===== src/rtl/pc_fetch.sv =====
// pc_fetch: program-counter sequencer with an IDLE / RUN / HALT control FSM.
//
// Ports:
//   clk         single clock, all state updates on the rising edge
//   rst_n       asynchronous active-low reset
//   start       begin execution from address 0 (from IDLE or HALT)
//   stall       hold the PC this cycle
//   branch_en   taken branch / jump this cycle, target from the branch table
//   jump_idx    branch-target table index
//   lut_addr    index driven to the branch-target table (combinational)
//   lut_target  absolute target returned by the table (same cycle)
//   halt_req    current instruction is the program-end instruction
//   prog_ctr    current instruction address
//   running     high in RUN
//   done        high in HALT
//
// Optional feature (macro PC_FETCH_RET_STACK_EN):
//   call_en     push prog_ctr+1 and jump to lut_target
//   ret_en      pop the return address into prog_ctr
//   stack_err   sticky overflow/underflow flag, cleared only by reset
//   A 4-entry return-address stack backs call/ret.

module pc_fetch #(
    parameter int unsigned D = 10
) (
    input  logic         clk,
    input  logic         rst_n,
    input  logic         start,
    input  logic         stall,
    input  logic         branch_en,
    input  logic [3:0]   jump_idx,
    output logic [3:0]   lut_addr,
    input  logic [D-1:0] lut_target,
    input  logic         halt_req,
`ifdef PC_FETCH_RET_STACK_EN
    input  logic         call_en,
    input  logic         ret_en,
    output logic         stack_err,
`endif
    output logic [D-1:0] prog_ctr,
    output logic         running,
    output logic         done
);

    typedef enum logic [1:0] {
        StIdle,
        StRun,
        StHalt
    } state_e;

    state_e       r_state;
    state_e       w_state_d;
    logic [D-1:0] r_pc;
    logic [D-1:0] w_pc_d;
    logic [D-1:0] w_pc_inc;

    // Natural wrap from 2^D-1 to 0, no flag.
    assign w_pc_inc = r_pc + D'(1);

    // The table is read in the same cycle the index is presented.
    assign lut_addr = jump_idx;

`ifdef PC_FETCH_RET_STACK_EN
    logic [D-1:0] r_stack [4];
    logic [2:0]   r_sp;      // number of valid entries, 0..4
    logic         r_err;
    logic         w_push;
    logic         w_pop;
    logic         w_err_set;
    logic [1:0]   w_sp_top;

    assign w_sp_top  = r_sp[1:0] - 2'd1;
    assign stack_err = r_err;
`endif

    always_comb begin
        w_state_d = r_state;
        w_pc_d    = r_pc;
`ifdef PC_FETCH_RET_STACK_EN
        w_push    = 1'b0;
        w_pop     = 1'b0;
        w_err_set = 1'b0;
`endif
        unique case (r_state)
            StIdle, StHalt: begin
                if (start) begin
                    w_state_d = StRun;
                    w_pc_d    = '0;
                end
            end
            StRun: begin
                if (halt_req) begin
                    w_state_d = StHalt;
                end else if (stall) begin
                    w_pc_d = r_pc;
`ifdef PC_FETCH_RET_STACK_EN
                end else if (ret_en) begin
                    if (r_sp != 3'd0) begin
                        w_pc_d = r_stack[w_sp_top];
                        w_pop  = 1'b1;
                    end else begin
                        // Underflow: fall through to sequential flow.
                        w_pc_d    = w_pc_inc;
                        w_err_set = 1'b1;
                    end
                end else if (call_en) begin
                    // Overflow still jumps; only the push is dropped.
                    w_pc_d = lut_target;
                    if (r_sp != 3'd4) begin
                        w_push = 1'b1;
                    end else begin
                        w_err_set = 1'b1;
                    end
`endif
                end else if (branch_en) begin
                    w_pc_d = lut_target;
                end else begin
                    w_pc_d = w_pc_inc;
                end
            end
            default: begin
                w_state_d = StIdle;
                w_pc_d    = '0;
            end
        endcase
    end

    always_ff @(posedge clk or negedge rst_n) begin
        if (!rst_n) begin
            r_state <= StIdle;
            r_pc    <= '0;
        end else begin
            r_state <= w_state_d;
            r_pc    <= w_pc_d;
        end
    end

`ifdef PC_FETCH_RET_STACK_EN
    always_ff @(posedge clk or negedge rst_n) begin
        if (!rst_n) begin
            for (int i = 0; i < 4; i++) begin
                r_stack[i] <= '0;
            end
            r_sp  <= '0;
            r_err <= 1'b0;
        end else begin
            if (w_push) begin
                r_stack[r_sp[1:0]] <= w_pc_inc;
                r_sp               <= r_sp + 3'd1;
            end else if (w_pop) begin
                r_sp <= r_sp - 3'd1;
            end
            if (w_err_set) begin
                r_err <= 1'b1;
            end
        end
    end
`endif

    assign prog_ctr = r_pc;
    // Decoded purely from the state register.
    assign running  = (r_state == StRun);
    assign done     = (r_state == StHalt);

endmodule


===== config.mk =====
export PLATFORM = sky130hd
export DESIGN_NAME = pc_fetch
export DESIGN_NICKNAME = d
export VERILOG_FILES = /design/src/rtl/pc_fetch.sv
export SDC_FILE = /design/constraint.sdc
export NUM_CORES = 1
export LEC_CHECK = 0
export BUFFER_PORTS_ARGS = -buffer_cell sky130_fd_sc_hd__buf_2
export CAP_MARGIN = 20
export CORE_MARGIN = 8
export CORE_UTILIZATION = 40
export DETAILED_ROUTE_END_ITERATION = 7
export GPL_TIMING_DRIVEN = 0
export PLACE_DENSITY = 0.74
export SYNTH_ARGS = -nofsm -noshare
export SYNTH_HDL_FRONTEND = slang
export SYNTH_SLANG_ARGS = --single-unit

===== constraint.sdc =====
create_clock -name clk -period 1.7 [get_ports clk]
set_input_delay 0.34 -clock clk [delete_from_list [all_inputs] [get_ports clk]]
set_output_delay 0.34 -clock clk [all_outputs]
set_load 0.02 [all_outputs]

==> results.json, run 1 <==
{
  "critical_path.most_common_cell": "sky130_fd_sc_hd__or3_1",
  "timing.critical_path.from_type": "register",
  "clock_tree.htree_level_count": 1,
  "worst_hold_startpoint": "halt_req",
  "post_synth_mux_area_share": 0.0267,
  "gpl.final_weighted_congestion": 0.789,
  "placementRows": 15,
  "initial_antenna_violation_count": 0,
  "finalSetupViolCount": 0,
  "synth-seq-cells": 12,
  "worst-endpoint-required_ns": 1.91,
  "place_hpwl_um": 1590,
  "design_power_total_mw": 0.871,
  "fin_crit_ns": 1.68,
  "diodes": 0,
  "clock_sinks": 12,
  "dieWidth_um": 59.3,
  "initial_core_util": 0.429,
  "flow.area_growth_from_synthesis_pct": 31.6,
  "worst_slew_margin_rel": 0.687,
  "timing.clock.skew_ns": 0.00252,
  "number_of_global_route_vias_before_repair": 800,
  "yosys_warnings": 0,
  "cp-startpoint": "r_state[1]$_DFFE_PN0P_",
  "tritoncts.num_buffers": 3,
  "ioPinCount": 36,
  "drc_errors": 0,
  "cts.path.max_buffers": 2,
  "slew_viol_final": 0,
  "achievable-frequency_ghz": 0.596,
  "synth_cells": 87,
  "final.period_utilization": 0.987,
  "grt_pass1_wl_um": 3480,
  "outcome": "complete, no violations",
  "worst-endpoint-arrival_ns": 1.89,
  "power.static_leakage_nw": 0.503,
  "maximum_capacitance_violations": 0,
  "final_cell_area_um2": 986,
  "clock_latency_ns": 0.27,
  "setup.worst_path.end_class": "register",
  "drt-initial-drc-count": 16,
  "vias": 829,
  "final_antenna_net_count": 0,
  "cts_root_buf": "sky130_fd_sc_hd__clkbuf_4",
  "floorplan.die_area_um2": 3510,
  "globalRouteTotalUtil": 0.124,
  "drt-wirelength-per-cell_um": 14.2,
  "tightestPinTransition_ns": 0.470,
  "core_area_um2": 1750,
  "area_occupied_by_multi_input_gates_um2": 389,
  "dpl-instance-area_um2": 931,
  "finalNonFillerCells": 148,
  "finalHoldViolations": 0,
  "grt_setup_unrepaired": "yes",
  "clock_tree_from_tritoncts": "built",
  "max-vdd-ir-drop_mv": 0.513,
  "syn_area_per_cell_um2": 8.61,
  "wl_um": 2100,
  "cp_slowest_stage_delay_ns": 0.51,
  "io_buffers": 30,
  "synth_area_um2": 749,
  "fin_nets": 145,
  "worst_path_cell_chain": "or4b_4 > or3_1 > or3_1 > nand3_1",
  "worst_path_cell_with_the_longest_stage_delay": "sky130_fd_sc_hd__or4b_4",
  "detail_route.first_pass.iterations": 4,
  "synth.yosys.seq_area_share": 0.401,
  "crit_path_max_fanout": 4,
  "synth-adder-area-share": 0.0167,
  "placedCellCount": 142,
  "timing.hold.worst.class": "in -> reg",
  "synth_compound_gate_area_share": 0.245,
  "route.detailed.vias_per_inst": 5.60,
  "synth_nets": 108,
  "clkTransAtPathRegs_ns": 0.08,
  "power_density_nw_per_um2": 883,
  "critical_path.reg2reg.startpoint": "r_state[1]$_DFFE_PN0P_",
  "die_h_um": 59.3,
  "synth_simple_gate_area_share": 0.230,
  "yosys.cell_types.count": 29,
  "grt.overflow.total": 0,
  "filler_cell_count": 180,
  "grt_max_degree": 13,
  "drive_gt1_frac": 0.333,
  "xor_xnor_share_of_the_synthesized_area": 0,
  "critical_path_start_end_classification": "reg -> reg",
  "largest_family_of_logic_cells_by_synthesized_area": "compound AO/OA/AOI/OAI gates",
  "seq_area_um2": 300
}
[metrics by stage]
stage	utilization	setup TNS, ns	hold WS [ns]	worst slack [ns]
3_3_place_gp	0.533	-0.0679	0.234	-0.0679
4_1_cts	0.560	0	0.293	0.0265
5_1_grt	0.565	-0.142	0.301	-0.0805
3_5_place_dp	0.533	-0.151	0.237	-0.0798
2_1_floorplan	-	0	0.0444	0.0655
6_report	0.565	0	0.296	0.0228
[placed cells by master (no fill, tap or decap), drive strengths merged]
| cell type | n |
|---|---|
| o21ai | 8 |
| o31ai | 3 |
| nand2 | 6 |
| mux2i | 2 |
| nor2 | 5 |
| and3 | 2 |
| a32oi | 3 |
| ha | 1 |
| a21oi | 4 |
| nor3 | 6 |
| or4b | 1 |
| and4 | 1 |
| dlygate4sd3 | 1 |
| o211ai | 1 |
| inv | 3 |
| a22o | 2 |
| nand2b | 1 |
| o31a | 1 |
| or3 | 2 |
| a21o | 1 |
| a22oi | 1 |
| nand3 | 4 |
| a211oi | 1 |
| o22ai | 3 |
| dfrtp | 12 |
| nor2b | 1 |
| nand4 | 1 |
| clkbuf | 9 |
| buf | 35 |
| nor3b | 2 |
[timing repair]
action / 4_1_cts / 5_1_grt
pin swaps: 1 / 0
gates cloned: 0 / 0
hold buffers: 1 / 0
setup endpoints to repair: 1 / 8
resized for setup: 0 / 2
hold endpoints to repair: 12 / 0
buffers inserted: 0 / 1
[registers in the layout, summed over array words and instances, names as in the netlist]
register / cells
r_state: 2
prog_ctr: 10
[Yosys cell counts]
cell type / n / share of area
sky130_fd_sc_hd__inv_1: 3 / 0.015
sky130_fd_sc_hd__a211oi_1: 1 / 0.010
sky130_fd_sc_hd__a21oi_1: 4 / 0.027
sky130_fd_sc_hd__ha_1: 1 / 0.017
sky130_fd_sc_hd__nor2_1: 5 / 0.025
sky130_fd_sc_hd__o211ai_1: 1 / 0.010
sky130_fd_sc_hd__nor2b_1: 1 / 0.0084
sky130_fd_sc_hd__nand2b_1: 1 / 0.0084
sky130_fd_sc_hd__mux2i_1: 2 / 0.027
sky130_fd_sc_hd__and4_1: 1 / 0.012
sky130_fd_sc_hd__a21o_1: 1 / 0.010
sky130_fd_sc_hd__a22oi_1: 1 / 0.010
sky130_fd_sc_hd__or3_1: 2 / 0.017
sky130_fd_sc_hd__nand2_1: 6 / 0.030
sky130_fd_sc_hd__nand3_1: 4 / 0.027
sky130_fd_sc_hd__dfrtp_1: 12 / 0.40
sky130_fd_sc_hd__and3_1: 2 / 0.017
sky130_fd_sc_hd__nor3_1: 6 / 0.040
sky130_fd_sc_hd__o21ai_0: 8 / 0.053
sky130_fd_sc_hd__nor3b_1: 2 / 0.020
sky130_fd_sc_hd__o31a_1: 1 / 0.012
sky130_fd_sc_hd__a32oi_1: 3 / 0.035
sky130_fd_sc_hd__buf_4: 4 / 0.040
sky130_fd_sc_hd__o31ai_1: 3 / 0.030
sky130_fd_sc_hd__nand4_1: 1 / 0.0084
sky130_fd_sc_hd__or4b_4: 1 / 0.018
sky130_fd_sc_hd__clkbuf_1: 5 / 0.025
sky130_fd_sc_hd__o22ai_1: 3 / 0.025
sky130_fd_sc_hd__a22o_1: 2 / 0.023
[power by group]
part / switching (mW) / internal, mW
clock: 0.0996 / 0.130
sequential: 0.0426 / 0.321
combinational: 0.168 / 0.109
[final timing paths]
path / to / slack [ns] / cells after the start
worst max-delay path: prog_ctr[8]$_DFFE_PN0P_ / 0.02 / 4
worst min-delay path: r_state[0]$_DFFE_PN0P_ / 0.30 / 2
worst max register to register: prog_ctr[8]$_DFFE_PN0P_ / 0.02 / 4
worst min register to register: prog_ctr[9]$_DFFE_PN0P_ / 0.54 / 2
max in group asynchronous: prog_ctr[5]$_DFFE_PN0P_ / 1.00 / 2
min in group asynchronous: prog_ctr[2]$_DFFE_PN0P_ / 0.48 / 2
[routing by layer]
| layer | up-vias | global-route usage | part of all wire |
|---|---|---|---|
| li1 | 399 | - | - |
| met3 | 4 | 0.0304 | 0.068 |
| met2 | 32 | 0.194 | 0.45 |
| met5 | - | 0 | 0 |
| met4 | 0 | 0.0410 | 0.010 |
| met1 | 394 | 0.161 | 0.47 |
[critical path, delay by kind of cell (launching register included)]
family           cells  cell delay [ns]
flip-flops           1             0.40
AND/OR/NAND/NOR      4             1.22
[logic make-up (layout without fill, tap and decap cells)]
family                   Yosys count  in the layout
AO/OA/AOI/OAI                     28             28
adder cells (fa/ha/maj)            1              1
buffers and inverters             12             48
flip-flops                        12             12
multiplexers                       2              2
AND/OR/NAND/NOR                   32             32
[final cells by class]
class,instances,share of cell area
repair buffers,32,0.170
clock buffers,4,0.0368
flip-flops and latches,12,0.305
inverters,3,0.0114
plain buffers,9,0.0508
well taps,25,0.0317
multi-input cells,63,0.395
No activity file was read; power rests on OpenSTA's default activity.
==> inputs of run 2 (changes only) <==
RECOVER_POWER = 50   (was default)
==> run 2 against run 1 <==
Net effect:
- cell count unchanged
- core utilization decreased by 0.36 points
- global-route usage unchanged
- combinational power about the same
- flip-flop and latch count unchanged
- highest routed layer unchanged
- critical endpoint unchanged
- sequential share of layout area increased by 0.19 points
- critical path depth unchanged
==> results.json, run 2 (synthesized netlist as in run 1, its figures left out) <==
{
  "tightestPinTransition_ns": 0.665,
  "worst_path_cell_chain": "or4b_4 > or3_1 > or3_1 > nand3_1",
  "cts_root_buf": "sky130_fd_sc_hd__clkbuf_4",
  "pre_cts_ws_ns": -0.0798,
  "place_hpwl_um": 1590,
  "hold_depth": 2,
  "initial_core_util": 0.429,
  "drt-wirelength-per-cell_um": 14.2,
  "core_area_um2": 1750,
  "wl_um": 2100,
  "outcome": "complete, no violations",
  "design_power_total_mw": 0.870,
  "max-vdd-ir-drop_mv": 0.513,
  "worst-endpoint-arrival_ns": 1.89,
  "grt_setup_unrepaired": "yes",
  "final_cell_mix": "sky130_fd_sc_hd__buf_2 (25), sky130_fd_sc_hd__dfrtp_1 (12), sky130_fd_sc_hd__clkbuf_1 (9)",
  "diodes": 0,
  "area_occupied_by_multi_input_gates_um2": 389,
  "power.static_leakage_nw": 0.489,
  "finalNonFillerCells": 148,
  "flow.area_growth_from_synthesis_pct": 30.7,
  "timing.clock.skew_ns": 0.00224,
  "worst-endpoint-required_ns": 1.91,
  "cp_slowest_stage_delay_ns": 0.51,
  "power_density_nw_per_um2": 888,
  "ioPinCount": 36,
  "grt_use_met3": 0.0304,
  "final_antenna_net_count": 0,
  "cts.path.max_buffers": 2,
  "drc_errors": 0,
  "hold-worst-slack_ns": 0.296,
  "seq_area_um2": 300,
  "achievable-frequency_ghz": 0.596,
  "drt-initial-drc-count": 15,
  "setup.worst_path.end_class": "register",
  "tritoncts.num_buffers": 3,
  "finalHoldViolations": 0,
  "number_of_global_route_vias_before_repair": 800,
  "fin_crit_ns": 1.68,
  "clock_sinks": 12,
  "globalRouteTotalUtil": 0.124,
  "initial_antenna_violation_count": 0,
  "maximum_capacitance_violations": 0,
  "vias": 828,
  "timing.critical_path.buf_inv": 0,
  "slew_viol_final": 0,
  "detail_route.first_pass.iterations": 4,
  "finalSetupViolCount": 0,
  "fin_setup_tns_ns": 0,
  "global_route_layer_with_the_greatest_usage": "met2",
  "critical_path_cell_count": 4,
  "filler_cell_count": 182,
  "global_route.usage.met2": 0.194,
  "dieWidth_um": 59.3,
  "fin_nets": 145,
  "grt.overflow.total": 0,
  "dpl-instance-area_um2": 931,
  "crit_path_max_fanout": 4,
  "die_h_um": 59.3,
  "layout_commonest_cell": "sky130_fd_sc_hd__buf_2",
  "placementRows": 15,
  "grt_pass1_wl_um": 3480,
  "gpl.final_weighted_congestion": 0.789,
  "setup_slack_ns": 0.0231,
  "largest_register_ff_count": 10,
  "placedCellCount": 142,
  "grt_max_degree": 13,
  "floorplan.die_area_um2": 3510,
  "met1_resource_use_gr": 0.161,
  "clkTransAtPathRegs_ns": 0.08,
  "io_buffers": 30,
  "worst_slew_margin_rel": 0.557,
  "critical_path_start_end_classification": "reg -> reg",
  "route.detailed.vias_per_inst": 5.59,
  "final.period_utilization": 0.986,
  "final_cell_area_um2": 980,
  "clock_tree.htree_level_count": 1,
  "drive_gt1_frac": 0.293,
  "clock_tree_from_tritoncts": "built",
  "timing.hold.worst.class": "in -> reg",
  "worst_path_cell_with_the_longest_stage_delay": "sky130_fd_sc_hd__or4b_4",
  "clock_latency_ns": 0.27,
  "r2r.worst_path.cells": 4,
  "critical_path.most_common_cell": "sky130_fd_sc_hd__or3_1",
  "timing.critical_path.from_type": "register",
  "critical_path.top_delay_family": "simple AND/OR/NAND/NOR gates",
  "postLayoutCoreUtil": 0.561
}
[run 2: final cells by class]
class | instances | area share
Clock buffer | 4 | 0.0370
Sequential cell | 12 | 0.307
Buffer | 9 | 0.0511
Tap cell | 25 | 0.0319
Timing Repair Buffer | 32 | 0.165
Inverter | 3 | 0.0115
Multi-Input combinational cell | 63 | 0.397
[run 2: worst paths after layout]
check | from | endpoint | slack [ns]
hold reg to reg | prog_ctr[9]$_DFFE_PN0P_ | prog_ctr[9]$_DFFE_PN0P_ | 0.54
max in group asynchronous | rst_n | prog_ctr[5]$_DFFE_PN0P_ | 0.66
setup reg to reg | r_state[1]$_DFFE_PN0P_ | prog_ctr[8]$_DFFE_PN0P_ | 0.02
hold / removal | halt_req | r_state[0]$_DFFE_PN0P_ | 0.30
setup / recovery | r_state[1]$_DFFE_PN0P_ | prog_ctr[8]$_DFFE_PN0P_ | 0.02
min in group asynchronous | rst_n | prog_ctr[2]$_DFFE_PN0P_ | 0.62
[run 2: where the power goes]
part	internal, mW	switching [mW]
Sequential	0.321	0.0426
Clock	0.130	0.0999
Combinational	0.107	0.169
[run 2: routing by layer]
layer / wire length (µm) / vias up
met1: 999 / 393
met3: 143 / 4
met2: 940 / 32
met5: 0 / -
met4: 21 / 0
li1: - / 399
[run 2: worst register-to-register path, stage by stage, from the launching register on]
cell and delay, ns:
sky130_fd_sc_hd__dfrtp_1 0.40, sky130_fd_sc_hd__or4b_4 0.51, sky130_fd_sc_hd__or3_1 0.31, sky130_fd_sc_hd__or3_1 0.31, sky130_fd_sc_hd__nand3_1 0.09
[run 2: what timing repair did]
action / in CTS / in global routing
pin swaps: 1 / 0
resized for setup: 0 / 2
hold buffers: 1 / 0
setup buffers: 0 / 1
endpoints found under the hold margin: 12 / 0
setup endpoints to repair: 1 / 8
